--- config.mk ---
export PLATFORM = sky130hd
export DESIGN_NAME = fifo_uart_tx
export DESIGN_NICKNAME = d
export VERILOG_FILES = /design/src/rtl/uart_pkg.sv /design/src/rtl/baud_tick_gen.sv /design/src/rtl/fifo_uart_tx.sv
export SDC_FILE = /design/constraint.sdc
export NUM_CORES = 1
export LEC_CHECK = 0
export ABC_AREA = 1
export BUFFER_PORTS_ARGS = -buffer_cell sky130_fd_sc_hd__buf_4
export CAP_MARGIN = 10
export CORE_MARGIN = 2
export CORE_UTILIZATION = 55
export DETAILED_ROUTE_END_ITERATION = 8
export GPL_TIMING_DRIVEN = 0
export PLACE_DENSITY = 0.75
export SYNTH_ARGS = -nofsm -noshare
export SYNTH_HDL_FRONTEND = slang
export SYNTH_SLANG_ARGS = --single-unit
--- constraint.sdc ---
create_clock -name clk -period 2.3 [get_ports clk]
set_clock_uncertainty 0.2 [all_clocks]
set_input_delay 0.575 -clock clk [delete_from_list [all_inputs] [get_ports clk]]
set_output_delay 0.575 -clock clk [all_outputs]
set_load 0.02 [all_outputs]
--- src/rtl/uart_pkg.sv ---
// Shared types and defaults for the FIFO-fed UART transmitter.
package uart_pkg;

  typedef enum logic [2:0] {
    IDLE,
    FETCH,
    LOAD,
    START,
    DATA,
    PARITY,
    STOP
  } state_e;

  localparam int   CLKS_PER_BIT_DEF = 868;
  localparam logic IDLE_LVL         = 1'b1;

endpackage

--- src/rtl/baud_tick_gen.sv ---
// Bit-period timer: counts 0..CLKS_PER_BIT-1 while enabled, ticks on the terminal count.
module baud_tick_gen #(
  parameter int CLKS_PER_BIT = 868
) (
  input  logic clk,
  input  logic rst,
  input  logic clr,
  input  logic en,
  output logic tick
);

  localparam int CW = (CLKS_PER_BIT > 1) ? $clog2(CLKS_PER_BIT) : 1;
  localparam logic [CW-1:0] TERM = CW'(CLKS_PER_BIT - 1);

  logic [CW-1:0] cnt_q, cnt_d;

  always_comb begin
    cnt_d = cnt_q;
    if (clr)
      cnt_d = '0;
    else if (en)
      cnt_d = (cnt_q == TERM) ? '0 : cnt_q + 1'b1;
  end

  always_ff @(posedge clk) begin
    if (rst) cnt_q <= '0;
    else     cnt_q <= cnt_d;
  end

  assign tick = en && !clr && (cnt_q == TERM);

endmodule

--- src/rtl/fifo_uart_tx.sv ---
// Drains a registered-output sync FIFO into a UART line: start, LSB-first data,
// optional even parity, 1 or 2 stop bits.
module fifo_uart_tx
  import uart_pkg::*;
#(
  parameter int DATA_WIDTH   = 8,
  parameter int CLKS_PER_BIT = CLKS_PER_BIT_DEF,
  parameter int PARITY_EN    = 0,
  parameter int STOP_BITS    = 1
) (
  input  logic                  clk,
  input  logic                  rst,
  input  logic                  fifo_empty,
  input  logic [DATA_WIDTH-1:0] fifo_dout,
  output logic                  fifo_rd_en,
  output logic                  tx,
  output logic                  busy,
  output logic                  tx_done
);

  localparam int BW = $clog2(DATA_WIDTH + 1);
  localparam logic [BW-1:0] LAST_DATA = BW'(DATA_WIDTH - 1);
  localparam logic [BW-1:0] LAST_STOP = BW'(STOP_BITS - 1);

  state_e                state_q, state_d;
  logic [DATA_WIDTH-1:0] shift_q, shift_d;
  logic [BW-1:0]         bit_q, bit_d;
  logic                  par_q, par_d;
  logic                  tx_q, tx_d;
  logic                  tick, cnt_clr, cnt_en;

  // Clearing in LOAD phase-aligns every frame to its start bit.
  assign cnt_clr = (state_q == LOAD);
  assign cnt_en  = (state_q == START) || (state_q == DATA) ||
                   (state_q == PARITY) || (state_q == STOP);

  baud_tick_gen #(.CLKS_PER_BIT(CLKS_PER_BIT)) u_baud (
    .clk  (clk),
    .rst  (rst),
    .clr  (cnt_clr),
    .en   (cnt_en),
    .tick (tick)
  );

  always_ff @(posedge clk) begin
    if (rst) begin
      state_q <= IDLE;
      shift_q <= '0;
      bit_q   <= '0;
      par_q   <= 1'b0;
      tx_q    <= IDLE_LVL;
    end else begin
      state_q <= state_d;
      shift_q <= shift_d;
      bit_q   <= bit_d;
      par_q   <= par_d;
      tx_q    <= tx_d;
    end
  end

  always_comb begin
    state_d = state_q;
    shift_d = shift_q;
    bit_d   = bit_q;
    par_d   = par_q;
    case (state_q)
      IDLE:  if (!fifo_empty) state_d = FETCH;
      FETCH: state_d = LOAD;
      LOAD: begin
        shift_d = fifo_dout;
        par_d   = ^fifo_dout;
        bit_d   = '0;
        state_d = START;
      end
      START: if (tick) state_d = DATA;
      DATA: if (tick) begin
        shift_d = shift_q >> 1;
        if (bit_q == LAST_DATA) begin
          bit_d   = '0;
          state_d = (PARITY_EN != 0) ? PARITY : STOP;
        end else begin
          bit_d = bit_q + 1'b1;
        end
      end
      PARITY: if (tick) state_d = STOP;
      STOP: if (tick) begin
        if (bit_q == LAST_STOP) begin
          bit_d   = '0;
          state_d = fifo_empty ? IDLE : FETCH;
        end else begin
          bit_d = bit_q + 1'b1;
        end
      end
      default: state_d = IDLE;
    endcase
    // Line level follows the next state so tx stays a plain register output.
    case (state_d)
      START:   tx_d = 1'b0;
      DATA:    tx_d = shift_d[0];
      PARITY:  tx_d = par_d;
      default: tx_d = IDLE_LVL;
    endcase
  end

  always_comb begin
    fifo_rd_en = (state_q == FETCH);
    busy       = (state_q != IDLE);
    tx_done    = (state_q == STOP) && tick && (bit_q == LAST_STOP);
  end

  assign tx = tx_q;

endmodule

# Yosys cells after proc, flatten, opt, wreduce, memory -nomap -nowiden

Index checks and enable logic that the tools add are counted.

Bits in latches: 0
Word-level logic and storage cells: 58
RAM bits: 0
Output and inout bits: 4
Memories kept: 0
Register bits after elaboration: 27
Bits in read-only memories: 0

Bitwise logic cells: 0
$add $sub $neg: 2
Equal/unequal tests: 13
$lt $le $gt $ge: 0
$mul: 0
Divide/modulo/power cells: 0
Reductions and logical operators: 17
Mux-type cells: 19
Shift operators: 0

Operators with widths:

| cell                    | number |
|---|---|
| $mux W3                 | 7 |
| $pmux W3 S7             | 1 |
| $mux W4                 | 4 |
| $pmux W8 S2             | 1 |
| $eq A3 B3 Y1 const B    | 5 |
| $pmux W4 S3             | 1 |
| $add A10 B1 Y10 const B | 1 |
| $eq A10 B10 Y1 const B  | 1 |
| $mux W10                | 1 |
| $eq A3 B2 Y1 const B    | 3 |
| $mux W8                 | 1 |
| $reduce_xor A8 Y1       | 1 |
| $reduce_bool A3 Y1      | 2 |
| $add A4 B1 Y4 const B   | 1 |
| $eq A4 B3 Y1 const B    | 1 |
| $logic_and A1 B1 Y1     | 4 |
| $logic_not A4 Y1        | 1 |
| $ne A2 B2 Y1 const B    | 2 |
| $eq A3 B1 Y1 const B    | 1 |
| $logic_not A3 Y1        | 1 |
| $logic_or A1 B1 Y1      | 3 |
| $pmux W1 S3             | 1 |
| $reduce_and A3 Y1       | 1 |
| $mux W1                 | 2 |
| 4 further kinds         | 4 |

# Depth between registers and ports, before layout

Depth in word-level cells: 10
Gate-level depth with buffers: 14

# By module

Synthesis repeated with hierarchy kept, for this count alone.

Cell total of the unflattened synthesis: 264
Area total of the unflattened synthesis: 1687.9 sq um

Modules (own cells, without submodules):

| module        | area an instance (sq um) | cells an instance | times used |
|---|---|---|---|
| fifo_uart_tx  | 1171.1                   | 188               | 1 |
| baud_tick_gen | 516.7                    | 76                | 1 |

# Worst setup path before layout

No wires, ideal clock.

Path kind: register to output
From: reg u_baud.cnt_q[0]
To: out tx_done
Required time: 1525 ps
Cell stages (with the launch flop): 9
Path slack: 49 ps
Data arrival time: 1476 ps
Path through: dfxtp_1 > ha_1 > nand2_1 > nor2_2 > inv_1 > nor2_2 > buf_6 > inv_1 > nor3_1

Longest elaborated chain between the ends: 4

Ends and longest elaborated chain:

| what                             | line                | RTL |
|---|---|---|
| start, declared                  | baud_tick_gen.sv:15 | `logic [CW-1:0] cnt_q, cnt_d;` |
| start signal, assigned           | baud_tick_gen.sv:27 | `else cnt_q <= cnt_d;` |
| $eq A10 B10 Y1                   | baud_tick_gen.sv:30 | `assign tick = en && !clr && (cnt_q == TERM);` |
| $logic_and A1 B1 Y1              | baud_tick_gen.sv:30 |  |
| $logic_and A1 B1 Y1 (2 in a row) | fifo_uart_tx.sv:108 | `tx_done = (state_q == STOP) && tick && (bit_q == LAST_STOP);` |
| end, declared                    | fifo_uart_tx.sv:18  | `output logic tx_done` |

Every way passes these cells.

# Worst setup path after layout

Same ends and word-level chain as after synthesis.

==> results.ini <==
[run_status]
outcome = completed

[sta]
hold_viol_final = 0
rsz0062_at_grt = yes
period_minus_slack_ns = 2.26
relSlewSlack_pct = 71.6
tns_ns = 0
post-route-period-util_pct = 98.3
tightestPinTransition_ns = 0.425
layout_setup_ws_ns = 0.0389
slew_viol_final = 0
setup_violations = 0
max_freq_mhz = 442

[global_route]
grt_usage_pct = 20.9
grt_overflow_total = 0
antenna_found_initial = 0
grt_pass1_wl_mm = 5.70
grt_pass1_vias = 1400
grt_max_degree = 15

[placement]
dp_hpwl_mm = 2.38
place_area_sq_mm = 0.00177
dp_slack_ns = 0.0525
routabilityCongestion = 0.826
portBuffers = 14
dp_cells = 283

[worst_setup_path]
startpoint_type = flip-flop
r2r-start = u_baud.cnt_q[0]
path_class = flip-flop to output pin
worstPathRequired_ns = 1.52
worstSetupStartpoint = u_baud.cnt_q[0]
cp.arrival_ns = 1.49
end_kind = output pin
worstPathMaxFanout = 2

[detailed_routing]
first_pass_iters = 4
vias = 1520
drt_iter0_drc = 63
drc = 0
routed_wl_mm = 3.19
via_per_inst = 5.15
routedWlPerCell_um = 10.8
ant_nets = 0

[synthesis]
ys_seq_area_share_pct = 33.2
syn_inst = 238
ys_warn_count = 0
ys_types = 32
avgSynthCellArea_sq_um = 6.83
synth_nets = 252
ys_seq_elements = 27
synth_area_sq_mm = 0.00163

[cts]
cts_buffer_depth = 2
cts_made_buffers = 3
clk_latency_ns = 0.32
clockRootBuffer = clkbuf_4
clkSinkCount = 27
path_clk_slew_ns = 0.14
h-tree-depth = 1
tritoncts = done

[pwr]
power_mw = 0.898
total_leakage_power_nw = 0.821
vdd_drop_max_v = 0.000534
powerDensity_mw_per_mm2 = 474

[floorplanning]
core-area_sq_mm = 0.00278
die-area_sq_mm = 0.00341
start_util_pct = 58.5
die_w_um = 58.4
fp.dieH_um = 58.4
rows = 19
io_pins = 15

[layout]
finish.instance_area_sq_mm = 0.00189
multi_input_area_sq_um = 970
antenna_cells = 0
area_delta_synth_final_pct = 16.3
n_fill_cell = 267
drive_above_1_share_pct = 21.2
nets = 279
finalNonFillerCells = 295
seq_area_sq_um = 544

[job]
drv_cap = 0

[worst_hold_path]
worst_hold_startpoint = rst
worstHoldPathType = input pin to flip-flop

-- state kept, by name, summed over array words and instances (netlist names) --
signal,count
u_baud.cnt_q,10
shift_q,8
bit_q,4
state_q,3
par_q,1
tx,1
-- cell families (layout without fill, tap and decap cells) --
| kind of cell | Yosys count | in the layout | synth area share (%) |
|---|---|---|---|
| AND/OR/NAND/NOR | 132 | 132 | 39.5 |
| adder cells (fa/ha/maj) | 3 | 3 | 2.31 |
| XOR/XNOR | 8 | 8 | 4.31 |
| multiplexers | 1 | 1 | 0.615 |
| buffers and inverters | 36 | 62 | 9.31 |
| flip-flops | 27 | 27 | 33.2 |
| AO/OA/AOI/OAI | 31 | 31 | 10.8 |
-- cell usage after synthesis --
| cell | number | area share (%) |
|---|---|---|
| a21oi_1 | 12 | 3.7 |
| nand2_2 | 3 | 1.2 |
| a211oi_1 | 1 | 0.46 |
| o22ai_1 | 2 | 0.77 |
| mux2i_1 | 1 | 0.62 |
| ha_1 | 3 | 2.3 |
| inv_1 | 30 | 6.9 |
| clkbuf_1 | 1 | 0.23 |
| o21ai_1 | 1 | 0.31 |
| nand3_4 | 2 | 2.2 |
| nor3_2 | 2 | 1.2 |
| or2_2 | 1 | 0.38 |
| nor2_4 | 2 | 1.4 |
| xor2_1 | 4 | 2.2 |
| buf_6 | 2 | 1.4 |
| o21a_1 | 1 | 0.46 |
| nand3_1 | 18 | 5.5 |
| a21boi_0 | 1 | 0.46 |
| nand4_1 | 2 | 0.77 |
| buf_2 | 1 | 0.31 |
| nor2_1 | 18 | 4.2 |
| a31oi_1 | 8 | 3.1 |
| inv_2 | 2 | 0.46 |
| nand2_1 | 64 | 15 |
| nor2_2 | 4 | 1.5 |
| dfxtp_1 | 27 | 33 |
| nand3_2 | 2 | 1.2 |
| nor3_1 | 10 | 3.1 |
| nor3b_1 | 3 | 1.4 |
| nand2_4 | 1 | 0.69 |
| xnor2_1 | 4 | 2.2 |
| o21ai_0 | 5 | 1.5 |
-- cell type report --
type,instances,area share [%]
inverter,32,6.35
sequential,27,28.8
buffer,3,1.06
timing repair buffer,23,9.13
multi-input combinational,175,51.3
clock buffer,4,1.39
tap,31,2.05
-- metal layers --
layer / share of wire, % / global-route usage [%] / wire, um
met5: 0 / 0 / 0
met4: 1.1 / 3.99 / 34
met3: 3.0 / 4.84 / 97
met2: 48 / 36.6 / 1530
met1: 48 / 26.3 / 1530
-- critical path: stages (launching register included) --
cell     delay [ns]
dfxtp_2        0.38
ha_4           0.16
nand2_4        0.05
nor2_4         0.10
inv_2          0.05
nor2_4         0.13
inv_2          0.04
nor3_2         0.09
buf_4          0.16
-- metrics by stage --
step	util (%)	hold slack [ns]
2_1_floorplan	-	0.240
3_3_place_gp	63.7	0.252
3_5_place_dp	63.7	0.272
4_1_cts	67.0	0.221
5_1_grt	68.0	0.204
6_report	68.0	0.233
-- cells in the final DEF, fill, tap and decap left out, drive strengths merged, types with 3 or more instances in the layout --
| master | Yosys | layout |
|---|---|---|
| xnor2 | 4 | 4 |
| nand3 | 22 | 22 |
| o21ai | 6 | 6 |
| nor2 | 24 | 24 |
| a31oi | 8 | 8 |
| nor3b | 3 | 3 |
| dfxtp | 27 | 27 |
| nor3 | 12 | 12 |
| clkbuf | 1 | 5 |
| ha | 3 | 3 |
| buf | 3 | 25 |
| xor2 | 4 | 4 |
| inv | 32 | 32 |
| nand2 | 68 | 68 |
| a21oi | 12 | 12 |
-- report_power, final --
group,leakage [nW],internal [mW],switching (mW),total (mW)
registers,0.221,0.488,0.0120,0.500
clock network,0.0150,0.0679,0.131,0.199
logic,0.585,0.0774,0.121,0.199
total,0.821,0.633,0.265,0.898
-- final timing paths --
| kind | slack [ns] | depth (start not counted) | to |
|---|---|---|---|
| worst max-delay path | 0.04 | 8 | tx_done |
| worst min-delay path | 0.23 | 2 | state_q[1] |
| worst max register to register | 0.32 | 14 | tx |
| worst min register to register | 0.29 | 2 | shift_q[4] |
-- what timing repair did --
action,4_1_cts,5_1_grt
buffers inserted,6,3
gates cloned,0,0
resized for setup,7,6
endpoints found under the setup margin,1,1
pin swaps,3,3
hold buffers,0,0
Power figures use the tool's default switching activity.
